--- config.mk ---
export PLATFORM = sky130hd
export DESIGN_NAME = stopwatch_ctrl
export DESIGN_NICKNAME = d
export VERILOG_FILES = /design/src/rtl/stopwatch_ctrl.sv
export SDC_FILE = /design/constraint.sdc
export NUM_CORES = 1
export LEC_CHECK = 0
export ABC_AREA = 1
export CORE_ASPECT_RATIO = 1.25
export CORE_MARGIN = 2
export CORE_UTILIZATION = 63
export DETAILED_ROUTE_END_ITERATION = 6
export PLACE_DENSITY_LB_ADDON = 0.12
export RECOVER_POWER = 25
export SLEW_MARGIN = 20
export SYNTH_ARGS = -nofsm -noshare
export SYNTH_HDL_FRONTEND = slang
export SYNTH_SLANG_ARGS = --single-unit
--- constraint.sdc ---
create_clock -name Clk -period 3.3 [get_ports Clk]
set_clock_uncertainty 0.2 [all_clocks]
set_input_delay 0.66 -clock Clk [delete_from_list [all_inputs] [get_ports Clk]]
set_output_delay 0.66 -clock Clk [all_outputs]
set_load 0.005 [all_outputs]
--- src/rtl/stopwatch_ctrl.sv ---
`default_nettype none
// +----------------------------------------------------------------------------+
// | stopwatch_ctrl: button conditioning, IDLE/RUN/PAUSE FSM, hundredths tick.    |
// | Optional lap-hold feature: define STOPWATCH_LAP_EN.   Revision: 1.0          |
// +----------------------------------------------------------------------------+
module stopwatch_ctrl #(
  parameter int DIV       = 500000,
  parameter int DB_CYCLES = 500000
) (
  input  logic Clk,
  input  logic Reset,
  input  logic Start_Stop_btn,
  input  logic Clear_btn,
`ifdef STOPWATCH_LAP_EN
  input  logic Lap_btn,
  output logic Lap_hold,
`endif
  output logic Enable,
  output logic Clear_out,
  output logic Running,
  output logic Paused
);

  localparam int PW  = (DIV > 1) ? $clog2(DIV) : 1;
  localparam int DBW = (DB_CYCLES > 1) ? $clog2(DB_CYCLES) : 1;
  localparam logic [PW-1:0]  c_div_max = PW'(DIV - 1);
  localparam logic [DBW-1:0] c_db_max  = DBW'(DB_CYCLES - 1);
  localparam logic [PW-1:0]  c_presc_one = PW'(1);
  localparam logic [DBW-1:0] c_db_one    = DBW'(1);

  localparam int c_btn_ss  = 0;
  localparam int c_btn_clr = 1;
`ifdef STOPWATCH_LAP_EN
  localparam int c_btn_lap = 2;
  localparam int NB        = 3;
`else
  localparam int NB        = 2;
`endif

  localparam logic [1:0] c_idle  = 2'd0;
  localparam logic [1:0] c_run   = 2'd1;
  localparam logic [1:0] c_pause = 2'd2;

  logic [NB-1:0] w_raw;
  logic [NB-1:0] w_press;

`ifdef STOPWATCH_LAP_EN
  assign w_raw = {Lap_btn, Clear_btn, Start_Stop_btn};
`else
  assign w_raw = {Clear_btn, Start_Stop_btn};
`endif

  // Per button: 2-flop sync, stability counter, rising-edge detect on the debounced level.
  for (genvar gi = 0; gi < NB; gi++) begin : g_btn
    logic           r_sync1;
    logic           r_sync2;
    logic           r_level;
    logic           r_level_d;
    logic [DBW-1:0] r_cnt;

    always_ff @(posedge Clk) begin
      if (Reset) begin
        r_sync1   <= 1'b0;
        r_sync2   <= 1'b0;
        r_level   <= 1'b0;
        r_level_d <= 1'b0;
        r_cnt     <= '0;
      end else begin
        r_sync1   <= w_raw[gi];
        r_sync2   <= r_sync1;
        r_level_d <= r_level;
        if (r_sync2 == r_level) begin
          r_cnt <= '0;
        end else if (r_cnt == c_db_max) begin
          r_level <= ~r_level;
          r_cnt   <= '0;
        end else begin
          r_cnt <= r_cnt + c_db_one;
        end
      end
    end

    assign w_press[gi] = r_level & ~r_level_d;
  end

  logic          w_ss_press;
  logic          w_clr_press;
  logic [1:0]    r_state;
  logic [1:0]    w_next_state;
  logic [PW-1:0] r_presc;
  logic          w_tc;
  logic          w_enable;
  logic          w_clear;
  logic          w_running;
  logic          w_paused;
  logic          r_enable;
  logic          r_clear_out;
  logic          r_running;
  logic          r_paused;

  assign w_ss_press  = w_press[c_btn_ss];
  assign w_clr_press = w_press[c_btn_clr];

  always_ff @(posedge Clk) begin
    if (Reset) begin
      r_state <= c_idle;
    end else begin
      r_state <= w_next_state;
    end
  end

  // Clear beats Start/Stop in IDLE and PAUSE; RUN ignores Clear entirely.
  always_comb begin
    w_next_state = r_state;
    case (r_state)
      c_idle: begin
        if (w_clr_press)     w_next_state = c_idle;
        else if (w_ss_press) w_next_state = c_run;
      end
      c_run: begin
        if (w_ss_press) w_next_state = c_pause;
      end
      c_pause: begin
        if (w_clr_press)     w_next_state = c_idle;
        else if (w_ss_press) w_next_state = c_run;
      end
      default: w_next_state = c_idle;
    endcase
  end

  always_comb begin
    w_tc      = (r_state == c_run) && (r_presc == c_div_max);
    w_enable  = w_tc;
    w_clear   = w_clr_press && ((r_state == c_idle) || (r_state == c_pause));
    w_running = (w_next_state == c_run);
    w_paused  = (w_next_state == c_pause);
  end

  always_ff @(posedge Clk) begin
    if (Reset) begin
      r_enable    <= 1'b0;
      r_clear_out <= 1'b0;
      r_running   <= 1'b0;
      r_paused    <= 1'b0;
    end else begin
      r_enable    <= w_enable;
      r_clear_out <= w_clear;
      r_running   <= w_running;
      r_paused    <= w_paused;
    end
  end

  // Counting is keyed on the current state, so the pausing edge still advances
  // the count and PAUSE keeps the partial period for the resume.
  always_ff @(posedge Clk) begin
    if (Reset) begin
      r_presc <= '0;
    end else if (r_state == c_run) begin
      r_presc <= w_tc ? '0 : (r_presc + c_presc_one);
    end else if (w_next_state == c_idle) begin
      r_presc <= '0;
    end
  end

`ifdef STOPWATCH_LAP_EN
  logic r_lap_hold;

  always_ff @(posedge Clk) begin
    if (Reset) begin
      r_lap_hold <= 1'b0;
    end else if (w_next_state == c_idle) begin
      r_lap_hold <= 1'b0;
    end else if ((r_state == c_run) && w_press[c_btn_lap]) begin
      r_lap_hold <= ~r_lap_hold;
    end
  end

  assign Lap_hold = r_lap_hold;
`endif

  assign Enable    = r_enable;
  assign Clear_out = r_clear_out;
  assign Running   = r_running;
  assign Paused    = r_paused;

endmodule
`default_nettype wire
Word level (Yosys, flattened, before mapping)
Cells that the tools add are included.
- register bits: 71
- bits of input ports: 4
- output and inout port bits: 4
- word-level logic and storage cells: 54
- add/sub/neg operators: 3
- equal/unequal tests: 9
- mux-type cells: 7
- bitwise logic cells: 8
- reductions and logical operators: 11
- operators with widths (kind ; count):
    $add 19x1->19 const B ; 3
    $eq 19x19->1 const B ; 3
    $mux 19 ; 3
    $mux 2 ; 3
    $not 1->1 ; 6
    $reduce_or 3->1 ; 2
    $eq 2x1->1 const B ; 2
    $eq 2x2->1 const B ; 2
    $logic_not 2->1 ; 2
    $pmux 2 s2 ; 1
    $reduce_and 2->1 ; 2
    $and 1x1->1 ; 2
    $eq 1x1->1 ; 2
    $logic_and 1x1->1 ; 2
    $reduce_bool 2->1 ; 1
    $reduce_or 2->1 ; 1
    $logic_or 1x1->1 ; 1

Longest topological paths before layout
- depth after elaboration: 8
- mapped depth: 11

Worst setup path after synthesis
No wires, ideal clock.
- path kind: input to register
- start point: in Reset
- end point: reg g_btn[1].r_cnt[10]
- setup time: 0.070 ns
- arrival: 1.411 ns
- setup slack: 1.619 ns
- stages on the path: 6
- buffers on the path: 1
- cells stage by stage: inv_1 -> nand2_1 -> nor2_1 -> nand2_4 -> buf_4 -> a21oi_1
- longest elaborated chain between the ends: 1
- ends and longest elaborated chain (item ; RTL line ; text):
    from (decl) ; 11 ; input logic Reset,
    $reduce_or 3->1 (no source line) ; -- ;
    to (signal assigned) ; 78 ; r_cnt <= r_cnt + c_db_one;
    to (decl) ; 59 ; logic [DBW-1:0] r_cnt;
Every way passes these cells.
A chain may end at the register's enable or synchronous reset.

Final worst setup path
- start point: in Reset
- end point: reg g_btn[0].r_cnt[17]
- longest elaborated chain between the ends: 1
- ends and longest elaborated chain (item ; RTL line):
    $reduce_or 3->1 (no source line) ; --
    to (signal assigned) ; 78
    to (decl) ; 59
Every way passes these cells.

==> results_dict.tcl <==
set metrics [dict create \
    final_common_cell "nand2_1" \
    insertion_delay_ns 0.35 \
    cts_root_buf "clkbuf_8" \
    wire_per_inst_um 11.4 \
    cts_buffer_depth 2 \
    yosys-top-cells-area "dfxtp_1 40%, nand2_1 13%, nor2_1 9.8%" \
    fin_setup_tns_ns 0 \
    synthCells 514 \
    async_flop_share_pct 0 \
    period_share_pct 69.1 \
    core_area_sq_um 5440 \
    rsz0062_at_grt "no" \
    synth_area_per_cell_sq_um 6.94 \
    clock_sinks 71 \
    arrival_ns 2.36 \
    endpoint_kind "flop" \
    grt_overflow 0 \
    routed_wl_um 6800 \
    total_power_uw 1570 \
    r2r_cells 8 \
    final.fill_count 457 \
    rr_startpoint "g_btn[0].r_cnt[0]" \
    critPathLaunch "Reset" \
    start_util_pct 65.5 \
    antenna_found_initial 0 \
    syn-num-nets 521 \
    crit_type "input port to flop" \
    drv_cap 0 \
    io_buffer_count 7 \
    cts_setup_buffers 0 \
    grt_max_degree 18 \
    die_y_um 88.1 \
    reg2reg_to "g_btn[0].r_cnt[16]" \
    ys_ff_latch 71 \
    slew_violations 0 \
    first_pass_iters 4 \
    antenna-diode-count 0 \
    holdBufCountCts 0 \
    critPathLaunchType "input port" \
    via_per_inst 5.18 \
    io_pins 8 \
    worstSetupEndpoint "g_btn[0].r_cnt[17]" \
    required_ns 3.38 \
    grt_pass1_vias 2873 \
    drtIter0Drc 171 \
    ys_types 35 \
    grt_usage_pct 23.6 \
    die-area_sq_um 6280 \
    synth-edff-count 0 \
    report.final.setup_viol 0 \
    synth_top_area_cell "dfxtp_1" \
    hpwlAfterDp_um 4970 \
    cp_max_fo 17 \
    cts_buffers 9 \
    clk_pin_slew_ns 0.09 \
    leakage_uw 0.00139 \
    drtAntennaViolNets 0 \
    gp_congestion 0.898 \
    hold_viol_final 0 \
    yosysSeqAreaShare_pct 39.8 \
    netlist_area_sq_um 3570 \
    worstMarginPinSlew_ns 0.337 \
    p_per_area_nw_per_um2 405 \
    r2r_setup_slack_ns 1.34 \
    syn_to_final_growth_pct 8.56 \
    synth_ff_type "dfxtp_1" \
    die_w_um 71.3 \
    hold_class "flop to flop" \
    drc_errors 0 \
    final_layout_size_suffix_gt1_share_pct 11.6 \
    fin_crit_ns 2.28 \
    grt_pass1_wl_um 11900 \
    nNetsFinal 536 \
    cts.repair.resized 0 \
    status "completed" \
    max_freq_ghz 0.439 \
    num_rows 30 \
    synth_top_area_share_pct 39.8 \
    ys_warn_count 0 \
    hold_depth 2 \
    routed-via-count 3097 \
    layout_common_cells "122 x nand2_1, 94 x nor2_1, 71 x dfxtp_1" \
    cts_tree "done" \
    ir_drop_uv 229 \
    cts_htree_levels 3 \
    max-slew-margin-rel_pct 77.5 \
]
==> cell type report <==
class | count | area, sq um | share of cell area [%]
clock buffer | 9 | 124 | 3.20
clock inverter | 7 | 73.8 | 1.91
tap | 64 | 80.1 | 2.07
sequential | 71 | 1420 | 36.7
multi-input combinational | 372 | 1840 | 47.5
timing repair buffer | 9 | 85.1 | 2.20
inverter | 66 | 248 | 6.40
==> logic make-up (layout without fill, tap and decap cells) <==
kind of cell	after synthesis	after routing	share of synthesized area, %
buffers and inverters	71	91	8.35
AND/OR/NAND/NOR	316	316	41.1
XOR/XNOR	17	17	4.17
adder cells (fa/ha/maj)	3	3	1.05
AO/OA/AOI/OAI	36	36	5.47
flip-flops	71	71	39.8
==> cells in the mapped netlist (7+ instances only) <==
cell type	number
nand2_2	9
nor3_1	10
nand4_1	9
nor2_2	18
nor2_1	93
nand2_1	120
nand3_1	28
a21oi_1	21
o21ai_0	7
xor2_1	13
inv_1	65
dfxtp_1	71
==> layer usage <==
metal  track usage, %  wire length [um]
met5                0                 0
met4             10.5               136
met3             5.18               220
met2             42.3              3450
met1             26.6              2990
==> power by group <==
group	switching (uW)	leakage [uW]	total [uW]	internal [uW]
clock network	340	0.0000992	690	350
registers	1.75	0.000573	861	859
logic	11.1	0.000723	17.3	6.25
==> worst min path at each step <==
| stage | from | end |
|---|---|---|
| finish | g_btn[1].r_sync1 | g_btn[1].r_sync2 |
| global route | g_btn[1].r_sync1 | g_btn[1].r_sync2 |
| CTS | g_btn[1].r_sync1 | g_btn[1].r_sync2 |
| detailed placement | g_btn[1].r_sync1 | g_btn[1].r_sync2 |
| global placement | g_btn[1].r_sync1 | g_btn[1].r_sync2 |
| floorplan | g_btn[0].r_sync1 | g_btn[0].r_sync2 |
==> worst max-delay path: stages <==
cell,delay [ns]
dlygate4sd3_1,0.53
buf_4,0.19
inv_1,0.25
nand2_1,0.09
nor2_1,0.12
nand2_2,0.23
inv_1,0.16
nand2_1,0.06
nor2_1,0.07
==> state kept, by name, indices dropped and copies added (netlist names) <==
| signal | flops |
|---|---|
| g_btn.r_sync1 | 2 |
| r_presc | 19 |
| Clear_out | 1 |
| g_btn.r_sync2 | 2 |
| g_btn.r_cnt | 38 |
| g_btn.r_level | 2 |
| Paused | 1 |
| r_state | 2 |
| g_btn.r_level_d | 2 |
| Running | 1 |
| Enable | 1 |
==> stage by stage <==
step | utilization (%) | setup WS, ns | instances | hold WS [ns] | area [sq um]
2_1_floorplan | - | 1.62 | 514 | 0.188 | 3570
3_3_place_gp | 67.7 | 0.830 | 582 | 0.194 | 3680
3_5_place_dp | 67.7 | 0.799 | 582 | 0.198 | 3680
4_1_cts | 71.3 | 1.15 | 598 | 0.209 | 3880
5_1_grt | 71.1 | 0.893 | 598 | 0.243 | 3870
6_report | 71.1 | 1.02 | 598 | 0.207 | 3870
Power figures use the tool's default switching activity.
